==> config.mk <==
export PLATFORM = sky130hd
export DESIGN_NAME = ipif_event_counters
export DESIGN_NICKNAME = d
export VERILOG_FILES = /design/src/rtl/ipif_event_counters.sv
export SDC_FILE = /design/constraint.sdc
export NUM_CORES = 1
export LEC_CHECK = 0
export ABC_AREA = 1
export BUFFER_PORTS_ARGS = -buffer_cell sky130_fd_sc_hd__buf_2
export CAP_MARGIN = 20
export CORE_UTILIZATION = 65
export DETAILED_ROUTE_END_ITERATION = 7
export PLACE_DENSITY = 0.81
export SLEW_MARGIN = 20
export SYNTH_ARGS = -nofsm -noshare
export SYNTH_HDL_FRONTEND = slang
export SYNTH_SLANG_ARGS = --single-unit
==> constraint.sdc <==
create_clock -name Bus2IP_Clk -period 4 [get_ports Bus2IP_Clk]
set_input_delay 0.6 -clock Bus2IP_Clk [delete_from_list [all_inputs] [get_ports Bus2IP_Clk]]
set_output_delay 0.6 -clock Bus2IP_Clk [all_outputs]
set_load 0.005 [all_outputs]
==> src/rtl/ipif_event_counters.sv <==
// ipif_event_counters: register-bank slave on the IPIF Bus2IP_* request bus.
// Provides a control register, a sticky W1C overflow register and NUM_CNT
// event counters (saturating or wrapping) with clear-on-read and a freeze
// snapshot so software can read a coherent set of counts.
module ipif_event_counters #(
  parameter int C_S_AXI_DATA_WIDTH = 32,
  parameter int C_S_AXI_ADDR_WIDTH = 32,
  parameter int NUM_CNT            = 4,
  parameter int CNT_WIDTH          = 32,
  parameter bit SATURATE           = 1'b1
) (
  input  logic                            Bus2IP_Clk,
  input  logic                            Bus2IP_Resetn,
  input  logic [C_S_AXI_ADDR_WIDTH-1:0]   Bus2IP_Addr,
  input  logic                            Bus2IP_CS,
  input  logic                            Bus2IP_RNW,
  input  logic [C_S_AXI_DATA_WIDTH-1:0]   Bus2IP_Data,
  input  logic [C_S_AXI_DATA_WIDTH/8-1:0] Bus2IP_BE,
  output logic [C_S_AXI_DATA_WIDTH-1:0]   IP2Bus_Data,
  output logic                            IP2Bus_RdAck,
  output logic                            IP2Bus_WrAck,
  output logic                            IP2Bus_Error,
  input  logic [NUM_CNT-1:0]              event_in,
  output logic [NUM_CNT-1:0]              cnt_overflow
);

  localparam int DW = C_S_AXI_DATA_WIDTH;
  localparam int BW = C_S_AXI_DATA_WIDTH / 8;

  localparam logic [1:0] ST_IDLE = 2'd0;
  localparam logic [1:0] ST_ACK  = 2'd1;
  localparam logic [1:0] ST_WAIT = 2'd2;

  localparam logic [CNT_WIDTH-1:0] CNT_MAX = '1;

  // Bus request capture
  logic [1:0]    state;
  logic [4:0]    idx_q;
  logic          rnw_q;
  logic [DW-1:0] data_q;
  logic [BW-1:0] be_q;

  // Register bank: ctrl[0]=EN, ctrl[1]=CLR_ON_RD, ctrl[2]=FREEZE
  logic [2:0]           ctrl;
  logic [NUM_CNT-1:0]   ovf;
  logic [NUM_CNT-1:0]   ovf_set;
  logic [NUM_CNT-1:0]   ovf_clr;
  logic [NUM_CNT-1:0]   clr_hit;
  logic [CNT_WIDTH-1:0] cnt     [NUM_CNT];
  logic [CNT_WIDTH-1:0] cnt_nxt [NUM_CNT];
  logic [CNT_WIDTH-1:0] snap    [NUM_CNT];

  // Access decode
  logic          in_ack;
  logic          mapped;
  logic          is_cnt;
  logic          acc_err;
  logic          wr_commit;
  logic          ctrl_wr;
  logic          freeze_rise;
  logic [DW-1:0] rd_mux;

  // Only Addr[6:2], the low data bits and BE[0] carry meaning here
  logic unused_bits;
  assign unused_bits = ^{Bus2IP_Addr, data_q, be_q};

  assign in_ack    = (state == ST_ACK);
  assign mapped    = ({27'd0, idx_q} < 32'(NUM_CNT + 2));
  assign is_cnt    = mapped && (idx_q >= 5'd2);
  assign acc_err   = !mapped || (!rnw_q && is_cnt);
  assign wr_commit = in_ack && !rnw_q;
  assign ctrl_wr   = wr_commit && (idx_q == 5'd0) && be_q[0];
  assign ovf_clr   = (wr_commit && (idx_q == 5'd1) && be_q[0]) ? data_q[NUM_CNT-1:0] : '0;
  assign freeze_rise = ctrl_wr && data_q[2] && !ctrl[2];

  assign IP2Bus_RdAck = in_ack && rnw_q;
  assign IP2Bus_WrAck = in_ack && !rnw_q;
  assign IP2Bus_Error = in_ack && acc_err;
  assign IP2Bus_Data  = (in_ack && rnw_q && !acc_err) ? rd_mux : '0;
  assign cnt_overflow = ovf;

  // Bus handshake: accept in IDLE, ack for one cycle, wait for CS to drop
  always_ff @(posedge Bus2IP_Clk or negedge Bus2IP_Resetn) begin
    if (!Bus2IP_Resetn) begin
      state  <= ST_IDLE;
      idx_q  <= '0;
      rnw_q  <= 1'b0;
      data_q <= '0;
      be_q   <= '0;
    end else begin
      case (state)
        ST_IDLE: begin
          if (Bus2IP_CS) begin
            state  <= ST_ACK;
            idx_q  <= Bus2IP_Addr[6:2];
            rnw_q  <= Bus2IP_RNW;
            data_q <= Bus2IP_Data;
            be_q   <= Bus2IP_BE;
          end
        end
        ST_ACK: state <= ST_WAIT;
        ST_WAIT: begin
          if (!Bus2IP_CS) state <= ST_IDLE;
        end
        default: state <= ST_IDLE;
      endcase
    end
  end

  // Read data selection; counters show the snapshot while frozen
  always_comb begin
    rd_mux = '0;
    case (idx_q)
      5'd0: rd_mux = DW'(ctrl);
      5'd1: rd_mux = DW'(ovf);
      default: begin
        for (int unsigned i = 0; i < NUM_CNT; i++) begin
          if (idx_q == 5'(i + 2)) rd_mux = ctrl[2] ? DW'(snap[i]) : DW'(cnt[i]);
        end
      end
    endcase
  end

  // Next counter values: clear-on-read takes priority and keeps a coincident event
  always_comb begin
    ovf_set = '0;
    clr_hit = '0;
    for (int unsigned i = 0; i < NUM_CNT; i++) begin
      cnt_nxt[i] = cnt[i];
      clr_hit[i] = in_ack && rnw_q && ctrl[1] && !ctrl[2] && (idx_q == 5'(i + 2));
      if (clr_hit[i]) begin
        cnt_nxt[i] = (ctrl[0] && event_in[i]) ? CNT_WIDTH'(1) : '0;
      end else if (ctrl[0] && event_in[i]) begin
        if (cnt[i] == CNT_MAX) begin
          ovf_set[i] = 1'b1;
          cnt_nxt[i] = SATURATE ? CNT_MAX : '0;
        end else begin
          cnt_nxt[i] = cnt[i] + CNT_WIDTH'(1);
        end
      end
    end
  end

  // Counter and snapshot registers
  always_ff @(posedge Bus2IP_Clk or negedge Bus2IP_Resetn) begin
    if (!Bus2IP_Resetn) begin
      for (int unsigned i = 0; i < NUM_CNT; i++) begin
        cnt[i]  <= '0;
        snap[i] <= '0;
      end
    end else begin
      for (int unsigned i = 0; i < NUM_CNT; i++) begin
        cnt[i] <= cnt_nxt[i];
        if (freeze_rise) snap[i] <= cnt[i];
      end
    end
  end

  // Control and sticky overflow registers; a new overflow beats a W1C clear
  always_ff @(posedge Bus2IP_Clk or negedge Bus2IP_Resetn) begin
    if (!Bus2IP_Resetn) begin
      ctrl <= 3'b001;
      ovf  <= '0;
    end else begin
      if (ctrl_wr) ctrl <= data_q[2:0];
      ovf <= (ovf & ~ovf_clr) | ovf_set;
    end
  end

endmodule

==> impl_metrics.csv <==
group,metric,value,unit
final_layout,final_cell_area,0.0188,mm2
setup_path,r2r-end,"cnt[108]",
status,status,"complete, but fails checks",
detailed_routing,dr.pass1.iters,8,
setup_path,crit_buf_inv,2,
floorplanning,core,0.0262,mm2
synthesis,synth_xor_area_frac,0.0185,
synthesis,ys_async_sr_fraction,1.00,
synthesis,synth_top_family_by_area,"simple AND/OR/NAND/NOR gates",
sta,finalCritPeriodShare,0.925,
synthesis,synth_enable_flop_cells,0,
placed_design,placed_cells,2824,
synthesis,synthesis.instances,2519,
clock_network,clock_latency,580,ps
synthesis,synthTopCellsByCount,"nand2_1, nor2_1, dfrtp_1, nand3_1, inv_1",
power,power_frac_comb,0.212,
setup_path,crit_end,"IP2Bus_Data[4]",
clock_network,clk_pin_slew,60,ps
global_routing,grt_first_pass_wirelength,80.5,mm
synthesis,synth_warnings,0,
power,clockPowerShare,0.380,
power,p_switching,0.00257,W
run,cap_violations,0,
synthesis,synth_compound_area_frac,0.143,
placed_design,gp_congestion,0.970,
placed_design,place_area,0.0177,mm2
synthesis,synth_simple_gate_area_frac,0.358,
detailed_routing,drtIter0Drc,1868,
setup_path,crit_path_end_kind,"output pin",
sta,slew_viol_final,0,
min_path,hp-class,"primary input to asynchronous set/reset pin",
placed_design,numPortBuffers,56,
setup_path,crit_fanout,32,
clock_network,numCtsBuffers,31,
synthesis,yosysSeqAreaShare,0.395,
sta,skew,18.8,ps
setup_path,cp-startpoint,"idx_q[0]",
global_routing,grt_overflow_total,0,
final_layout,fin_cells,2883,
floorplanning,die_h,166,um
synthesis,synth_area_leaders,"dfrtp_1, nand2_1, nand3_1, nor2_1, o21ai_2",
synthesis,synth_flop_cell,"dfrtp_1",
setup_path,r2r-start,"idx_q[0]",
clock_network,ctsHoldBuffers,0,
setup_path,cpPeakStageDelay,530,ps
sta,maxSlewHeadroom,0.272,
synthesis,yosysTopAreaCellShare,0.394,
clock_network,clock-sinks,276,
setup_path,cp_cell_sequence,"inv_2, nand2_1, nor2_4, nand2_1, o21ai_1, nor2_1, nor3_1, buf_2",
synthesis,yosys.area.top_type,"dfrtp_1",
final_layout,syn_to_final_growth,7.33,%
floorplanning,die_area,0.0275,mm2
detailed_routing,num_vias,16798,
synthesis,synthesis.nets,2599,
floorplanning,initial_core_util,0.667,
global_routing,grt_max_degree,244,
clock_network,ctsResizeCount,0,
setup_path,worstPathArrival,3100,ps
setup_path,required,3400,ps
final_layout,fin_util,0.715,
power,seqPwrFrac,0.408,
setup_path,cp.depth,8,
sta,grt_setup_unrepaired,"no",
sta,finalHoldViolations,0,
global_routing,grt_pass1_vias,15449,
clock_network,cts_buffer_depth,3,
detailed_routing,post_drt_wl_per_cell,17.2,um
setup_path,r2r_cells,8,
clock_network,cts_tree,"built",
floorplanning,rows,59,
setup_path,r2r_setup_slack,790,ps
synthesis,syn_area,0.0175,mm2
synthesis,avgSynthCellArea,6.94,um2
placed_design,dp_hpwl,35.8,mm
clock_network,htreeDepth,1,
sta,fin_crit,3700,ps
sta,setup_viol,0,
clock_network,clockRootBuffer,"clkbuf_16",
detailed_routing,drc_errors,6,
setup_path,critical_path.slowest_cell,"nor2_4",
final_layout,nets,2603,
sta,setup_tns,0,ps
synthesis,synth_adder_area_share,0.00286,
global_routing,antenna_found_initial,1,
detailed_routing,totalWireLength,49.6,mm
floorplanning,die_w,166,um
detailed_routing,via_per_inst,5.83,
power,switching_share,0.340,
setup_path,crit_top_cell,"nand2_1",
setup_path,path_delay_family,"simple AND/OR/NAND/NOR gates",
detailed_routing,ant_nets,0,
clock_network,post_cts_buffers,0,
power,leakage,8.68,nW
global_routing,grt_use_total,0.365,
power,ir_worst_vdd,0.484,mV
sta,timing.fmax,270,MHz
sta,worstMarginPinSlew,1090,ps
sta,holdWs,79.2,ps
status,violations,"DRC",
setup_path,crit_type,"flip-flop to output pin",
final_layout,num_antenna_cells,0,
synthesis,ys_ff_latch,276,
power,powerDensity,404,mW/mm2
setup_path,cp-start-kind,"flip-flop",
floorplanning,io_pins,115,
final_layout,drive_above_1_share,0.119,
power,intPower,0.00499,W
synthesis,synthMuxAreaShare,0.00129,
synthesis,synth_cell_type_count,42,
synthesis,yosysMostFrequentCell,"nand2_1",
-- logic make-up after synthesis --
| kind of cell | after synthesis |
|---|---|
| and+or+nand+nor | 1501 |
| AOI/OAI and AO/OA | 395 |
| buffers and inverters | 304 |
| DFF | 276 |
| xor gates and xnor gates | 37 |
| adders and majority gates | 4 |
| muxes | 2 |
-- power groups by stage --
stage | combinational, W | sequential, W | clock [W]
2_1_floorplan | 0.00111 | 0.00308 | 0
3_3_place_gp | 0.00153 | 0.00313 | 0
3_5_place_dp | 0.00156 | 0.00313 | 0
4_1_cts | 0.00157 | 0.00309 | 0.00289
5_1_grt | 0.00177 | 0.00311 | 0.00300
6_report | 0.00160 | 0.00309 | 0.00288
-- cells in the final DEF (no fill, tap or decap), drive strengths merged --
cell type,netlist,layout
a31oi,2,2
dfrtp,275,275
o21ai,316,316
buf,69,72
nor2,304,304
o31ai,1,1
nand2,926,926
nor3b,1,1
inv,203,203
clkbuf,32,45
a21oi,43,43
nand4,6,6
clkinv,0,11
xor2,36,36
o21bai,1,1
ha,4,4
a211oi,26,26
mux2,2,2
dfstp,1,1
and2,1,1
o211ai,5,5
nor3,31,31
bufinv,0,2
nor4,1,1
nand3,231,231
a22o,1,1
xnor2,1,1
-- area by class of cell --
| class | instances | area [um2] |
|---|---|---|
| tap | 335 | 419 |
| clock inverter | 13 | 119 |
| multi-input combinational | 1939 | 9160 |
| fill | 2208 | 7460 |
| timing repair buffer | 72 | 468 |
| clock buffer | 45 | 908 |
| inverter | 203 | 763 |
| sequential | 276 | 6910 |
-- flip-flops by register name, indices dropped and copies added (netlist names) --
register / count
be_q: 1
state: 2
idx_q: 5
rnw_q: 1
ctrl: 3
cnt: 128
data_q: 4
cnt_overflow: 4
snap: 128
-- worst min-delay path by stage --
stage | cells after the start | startpoint | slack (ps) | to
after floorplan | 0 | Bus2IP_Resetn | 300 | be_q[0]
after global placement | 2 | snap[57] | 460 | snap[57]
after detailed placement | 2 | snap[75] | 460 | snap[75]
after CTS | 1 | Bus2IP_Resetn | 140 | cnt[55]
final | 1 | Bus2IP_Resetn | 80 | cnt[55]
after global routing | 1 | Bus2IP_Resetn | 170 | cnt[59]
-- metrics by stage --
step | power [W] | setup WS (ps)
floorplan | 0.00419 | 1890
global placement | 0.00465 | 913
detailed placement | 0.00469 | 848
CTS | 0.00754 | 399
global route | 0.00788 | 140
finish | 0.00757 | 299
-- layer usage --
layer	up-vias	GRT usage	routed length [um]
met5	-	0	0
met4	0	0.138	2010
met3	114	0.0612	4270
met2	705	0.566	22000
met1	7895	0.516	21300
li1	8084	-	-
No activity file was read; power rests on OpenSTA's default activity.
